[src/rtl/alu_core.sv]
// Multi-cycle two-operand ALU: opcode and A on the start cycle, B on the next,
// then a registered result/overflow with a single-cycle done pulse.
module alu_core #(
  parameter int DATA_WIDTH = 8
) (
  input  logic                  clk,
  input  logic                  reset,
  input  logic                  opcode_valid,
  input  logic [2:0]            opcode,
  input  logic [DATA_WIDTH-1:0] data,
  output logic [DATA_WIDTH-1:0] result,
  output logic                  overflow,
  output logic                  done,
  output logic                  busy
);

  typedef enum logic [1:0] {
    S_IDLE  = 2'd0,
    S_GET_B = 2'd1,
    S_EXEC  = 2'd2,
    S_DONE  = 2'd3
  } state_t;

  state_t                        state_q, state_d;
  logic [2:0]                    op_q, op_d;
  logic signed [DATA_WIDTH-1:0]  a_q, a_d;
  logic signed [DATA_WIDTH-1:0]  b_q, b_d;
  logic signed [DATA_WIDTH-1:0]  result_q, result_d;
  logic                          ovf_q, ovf_d;
  logic                          done_q, done_d;
  logic [DATA_WIDTH:0]           eval;

  // Returns {overflow, result}; overflow is only meaningful for ADD/SUB/SHL.
  function automatic logic [DATA_WIDTH:0] alu_eval(
    input logic [2:0]                   op,
    input logic signed [DATA_WIDTH-1:0] a,
    input logic signed [DATA_WIDTH-1:0] b
  );
    logic signed [DATA_WIDTH-1:0] r;
    logic                         v;
    r = '0;
    v = 1'b0;
    case (op)
      3'b000: begin
        r = a + b;
        v = (a[DATA_WIDTH-1] == b[DATA_WIDTH-1]) && (r[DATA_WIDTH-1] != a[DATA_WIDTH-1]);
      end
      3'b001: begin
        r = a - b;
        v = (a[DATA_WIDTH-1] != b[DATA_WIDTH-1]) && (r[DATA_WIDTH-1] != a[DATA_WIDTH-1]);
      end
      3'b010: r = a & b;
      3'b011: r = a | b;
      3'b100: r = a ^ b;
      3'b101: r = ~a;
      3'b110: begin
        r = {a[DATA_WIDTH-2:0], 1'b0};
        v = a[DATA_WIDTH-1];
      end
      default: begin
        r = '0;
        v = 1'b0;
      end
    endcase
    return {v, r};
  endfunction

  always_comb begin
    state_d  = state_q;
    op_d     = op_q;
    a_d      = a_q;
    b_d      = b_q;
    result_d = result_q;
    ovf_d    = ovf_q;
    done_d   = 1'b0;
    eval     = alu_eval(op_q, a_q, b_q);
    case (state_q)
      // A start is accepted from DONE as well, giving one op every 3 cycles.
      S_IDLE, S_DONE: begin
        if (opcode_valid) begin
          state_d = S_GET_B;
          op_d    = opcode;
          a_d     = $signed(data);
        end else begin
          state_d = S_IDLE;
        end
      end
      S_GET_B: begin
        b_d     = $signed(data);
        state_d = S_EXEC;
      end
      S_EXEC: begin
        result_d = $signed(eval[DATA_WIDTH-1:0]);
        ovf_d    = eval[DATA_WIDTH];
        done_d   = 1'b1;
        state_d  = S_DONE;
      end
      default: state_d = S_IDLE;
    endcase
  end

  always_ff @(posedge clk) begin
    if (reset) begin
      state_q  <= S_IDLE;
      op_q     <= '0;
      a_q      <= '0;
      b_q      <= '0;
      result_q <= '0;
      ovf_q    <= 1'b0;
      done_q   <= 1'b0;
    end else begin
      state_q  <= state_d;
      op_q     <= op_d;
      a_q      <= a_d;
      b_q      <= b_d;
      result_q <= result_d;
      ovf_q    <= ovf_d;
      done_q   <= done_d;
    end
  end

  assign result   = $unsigned(result_q);
  assign overflow = ovf_q;
  assign done     = done_q;
  assign busy     = (state_q == S_GET_B) || (state_q == S_EXEC);

endmodule

[config.mk]
export PLATFORM = sky130hd
export DESIGN_NAME = alu_core
export DESIGN_NICKNAME = d
export VERILOG_FILES = /design/src/rtl/alu_core.sv
export SDC_FILE = /design/constraint.sdc
export NUM_CORES = 1
export LEC_CHECK = 0
export BUFFER_PORTS_ARGS = -buffer_cell sky130_fd_sc_hd__buf_4
export CORE_MARGIN = 2
export CORE_UTILIZATION = 54
export DETAILED_ROUTE_END_ITERATION = 8
export PLACE_DENSITY = 0.81
export SLEW_MARGIN = 5
export SYNTH_ARGS = -nofsm -noshare
export SYNTH_HDL_FRONTEND = slang
export SYNTH_SLANG_ARGS = --single-unit
export TNS_END_PERCENT = 50
[constraint.sdc]
create_clock -name clk -period 2.25 [get_ports clk]
set_clock_uncertainty 0.2 [all_clocks]
set_input_delay 0.225 -clock clk [delete_from_list [all_inputs] [get_ports clk]]
set_output_delay 0.225 -clock clk [all_outputs]
set_load 0.1 [all_outputs]
# After elaboration in Yosys (flattened, before gate mapping)

Cells that the tools add are included.

Bits in registers: 31

Equality and inequality tests: 13
Reductions and logical operators: 7
Bitwise operators: 4
Multiplexer cells: 5
$add $sub $neg: 2

Operator list:

| cell               | number |
|---|---|
| $pmux 8 s7         | 1 |
| $eq 3x3->1 const B | 3 |
| $add 8x8->8        | 1 |
| $and 8x8->8        | 1 |
| $not 8->8          | 1 |
| $or 8x8->8         | 1 |
| $sub 8x8->8        | 1 |
| $xor 8x8->8        | 1 |
| $eq 3x2->1 const B | 2 |
| $pmux 2 s3         | 1 |
| $eq 2x2->1 const B | 2 |
| $eq 3x1->1 const B | 1 |
| $logic_not 3->1    | 1 |
| $ne 1x1->1         | 3 |
| $pmux 1 s3         | 1 |
| $eq 2x1->1 const B | 1 |
| $logic_and 1x1->1  | 2 |
| $logic_not 2->1    | 1 |
| $mux 1             | 2 |
| $reduce_and 2->1   | 1 |
| $reduce_or 2->1    | 1 |
| $eq 1x1->1         | 1 |
| $logic_or 1x1->1   | 1 |

# Longest topological paths before layout

Depth after elaboration: 4
Gate-level depth with buffers: 8

# Worst setup path after synthesis

OpenSTA, ideal clock, no wires.

Kind: flip-flop to flip-flop
Start point: reg a_q[1]
End point: reg ovf_q, in the netlist overflow
Data required time: 1925 ps
Arrival time: 1932 ps
Clock period less this slack: 2256 ps
Stages on the path, launching flop included: 8
Path buffers: 0
Slack: -6 ps
Path through: dfxtp_1 > inv_1 > ha_1 > a211oi_1 > nor3_1 > or4_1 > a31oi_1 > a211oi_1

Longest elaborated chain between the ends: 4
Elaborated cells between the ends (all ways): 7
Those cells by class: 2 x add/sub; 2 x eq/ne; 1 x mux; 2 x reduce/logical

RTL lines:

| what                                              | line   | source |
|---|---|---|
| from (decl)                                       | 26     | `logic signed [DATA_WIDTH-1:0] a_q, a_d;` |
| from (signal assigned)                            | 106    | `a_q <= '0;` |
| from (signal assigned)                            | 114    | `a_q <= a_d;` |
| $sub 8x8->8 / $add 8x8->8 (equally long branches) | 49, 45 |  |
| $ne 1x1->1 (on tied branches)                     | 50, 46 |  |
| $logic_and 1x1->1 (on tied branches)              | 50, 46 |  |
| $pmux 1 s3 (*)                                    | 43     | `case (op)` |
| to (signal assigned)                              | 117    | `ovf_q <= ovf_d;` |
| to (decl)                                         | 29     | `logic ovf_q, ovf_d;` |

Every way passes the cells marked *; elsewhere a longest branch is shown, timed or not.
A chain may end at the register's enable or synchronous reset.

# Final worst setup path

Start point: reg a_q[0]
End point: reg result_q[6], in the netlist result[6]

Longest elaborated chain between the ends: 2
Elaborated cells between the ends (all ways): 3
Those cells by class: 2 x add/sub; 1 x mux

RTL lines:

| what                                              | line   | source |
|---|---|---|
| $sub 8x8->8 / $add 8x8->8 (equally long branches) | 49, 45 |  |
| $pmux 8 s7 (*)                                    | 43     |  |
| to (signal assigned)                              | 116    | `result_q <= result_d;` |
| to (decl)                                         | 28     | `logic signed [DATA_WIDTH-1:0] result_q, result_d;` |

Marks and branches as above.

==> metrics.cfg <==
[floorplan]
die_w_um = 71.65
core_um2 = 4384
start_util_pct = 56.36
die_y_um = 71.65
ios = 25
rows = 24
dieArea_um2 = 5133

[synth]
synth-simple-area-share_pct = 18.94
synth-edff-count = 0
async_flop_share_pct = 0
synthCells = 305
yosysWarnings = 0
avgSynthCellArea_um2 = 8.102
synth-compound-area-share_pct = 24.91
synth_area_um2 = 2471
synth_fa_ha_area_share_pct = 14.28
ys.flop_type = dfxtp_1
synthMuxAreaShare_pct = 7.443
synth_area_leaders = dfxtp_1, ha_1, mux2i_1
ys_seq_elements = 31
synthXorXnorAreaFrac_pct = 1.063
synth_top_area_share_pct = 25.11
synth-seq-area-share_pct = 25.11
synth_top_family_by_area = compound AO/OA/AOI/OAI gates
yosys.area.top_type = dfxtp_1
synth_nets = 346
synth_cell_types = 63

[detailed_routing]
ant_nets = 0
vias = 2550
drt_iter0_markers = 209
drt-pass1-iter-count = 5
wl_per_cell_um = 17.28
viasPerCell = 6.189
drc_errors = 0
drt-total-wl_um = 7119

[critical_path]
required_ps = 2250
r2r-start = a_q[0]
path_max_fanout = 4
path_class = flop to flop
critPathLaunch = a_q[0]
cp.arrival_ps = 2250
critical_path.startpoint_type = flop
endpoint_kind = flop

[global_route]
grt_overflow = 0
grt_pass1_vias = 2375
grt_use_total_pct = 28.21
antenna_found_initial = 0
grt_start_max_net_pins = 34
grt_pass1_wl_um = 11350

[timing]
worstMarginPinSlew_ps = 606.2
tns_ps = -1.372
setup_viol = 1
drv_slew = 0
hold_viol_final = 0
maxClockFrequency_mhz = 444.2
rsz0062_at_grt = true
whs_ps = 121.0
setup_slack_ps = -1.372
fin_crit_sh_pct = 100.1
period_needed_ps = 2251
maxSlewHeadroom_pct = 59.59

[run_status]
outcome = complete, but fails checks
violations = setup timing

[clock_tree]
worstSkewPairLatency_ps = 290
ctsLongestPathBuffers = 2
cts_made_buffers = 5
cts_tree = yes
clk_pin_slew_ps = 70
cts_sinks = 31
h-tree-depth = 2
clockRootBuffer = clkbuf_8

[pwr]
power_density_nw_per_um2 = 654.5
total_power_mw = 2.087
vdd_ir_drop_max_uv = 628.3
power.leakage_nw = 1.305

[cells_and_area]
final_common_cell = buf_4
drive_gt1_share_pct = 26.94
mostFrequentLayoutCells = buf_4, nand2_1, dfxtp_1, inv_1, a21oi_1
fin_area_um2 = 3189
antenna_cells = 0
final_cells = 412
area_growth_pct = 29.06
final_nets = 401
fin_util_pct = 72.75

[placement]
pre_cts_slack_ps = -63.68
postPlaceCellArea_um2 = 2856
dp_hpwl_um = 4902
io_buffers = 24
place.gp.congestion = 1.015
dp_cells = 394

[hold_path]
worstHoldStart = reset
hold_class = primary input to flop

[flow_run]
maxCapViolCount = 0

synth_stat cells, types with 2 or more instances:
cell       number
o31ai_1         5
buf_2           4
clkbuf_1        8
a211o_1         3
buf_4           3
nand2_1        37
nand3_1         4
o21ai_1         4
dfxtp_1        31
o22ai_1         6
a31oi_1         3
ha_1           25
a21o_1          5
a211oi_1        4
or2_2           2
a221oi_1        4
mux2_2          2
a2111oi_0       2
fa_1            2
a21oi_1        24
a22oi_1         3
nor3b_1         2
nor3_1          6
o221ai_1        3
and2_1          2
buf_6           3
nor2b_1         4
nor2_1         22
o21ai_0         7
xnor2_1         2
mux2i_1        15
nand2b_1        4
inv_1          24
power breakdown:
group / internal, mW / total [mW] / switching [mW]
clock: 0.240 / 0.460 / 0.220
sequential: 0.598 / 0.652 / 0.0542
combinational: 0.394 / 0.975 / 0.581
worst paths after layout:
path,slack [ps],cells past startpoint,to
min,120,2,b_q[7]
max,-1,8,result[6]
min reg2reg,270,2,result[1]
max reg2reg,-1,8,result[6]
logic make-up (layout without fill, tap and decap cells):
kind of cell | Yosys count | after routing
and+or+nand+nor | 94 | 94
AOI/OAI and AO/OA | 88 | 88
muxes | 18 | 18
adders and majority gates | 27 | 27
buffers and inverters | 44 | 99
xor gates and xnor gates | 3 | 3
DFF | 31 | 31
worst max-delay path: stages (launching register included):
cell,delay [ps]
dfxtp_4,370
ha_4,180
fa_2,370
buf_4,150
a21oi_1,150
o2111ai_1,190
a31oi_1,210
o21ai_1,80
a221oi_1,270
layout make-up:
class                           instances  area, um^2
Inverter                               26       100.1
Tap cell                               52       65.06
Clock buffer                            6       82.58
Sequential cell                        31       626.9
Timing Repair Buffer                   66       535.5
Fill cell                             331        1195
Clock inverter                          1       5.005
Multi-Input combinational cell        230        1774
routing by layer:
layer,vias up,GRT usage [%],routed length [um]
li1,1192,-,-
met1,1202,37.23,2888
met2,124,45.68,3468
met3,32,4.641,460
met4,0,11.95,301
met5,-,0,0
state kept, by name (all words and copies together) (netlist names):
signal    count
state_q       2
result        8
overflow      1
op_q          3
done          1
a_q           8
b_q           8
timing repair:
| action | in CTS | in global routing |
|---|---|---|
| gates resized for setup | 3 | 28 |
| setup endpoints to repair | 3 | 8 |
| pin swaps | 0 | 9 |
| hold buffers | 11 | 0 |
| setup buffers | 0 | 0 |
| hold endpoints to repair | 18 | 0 |
(Power assumes the default switching activity.)
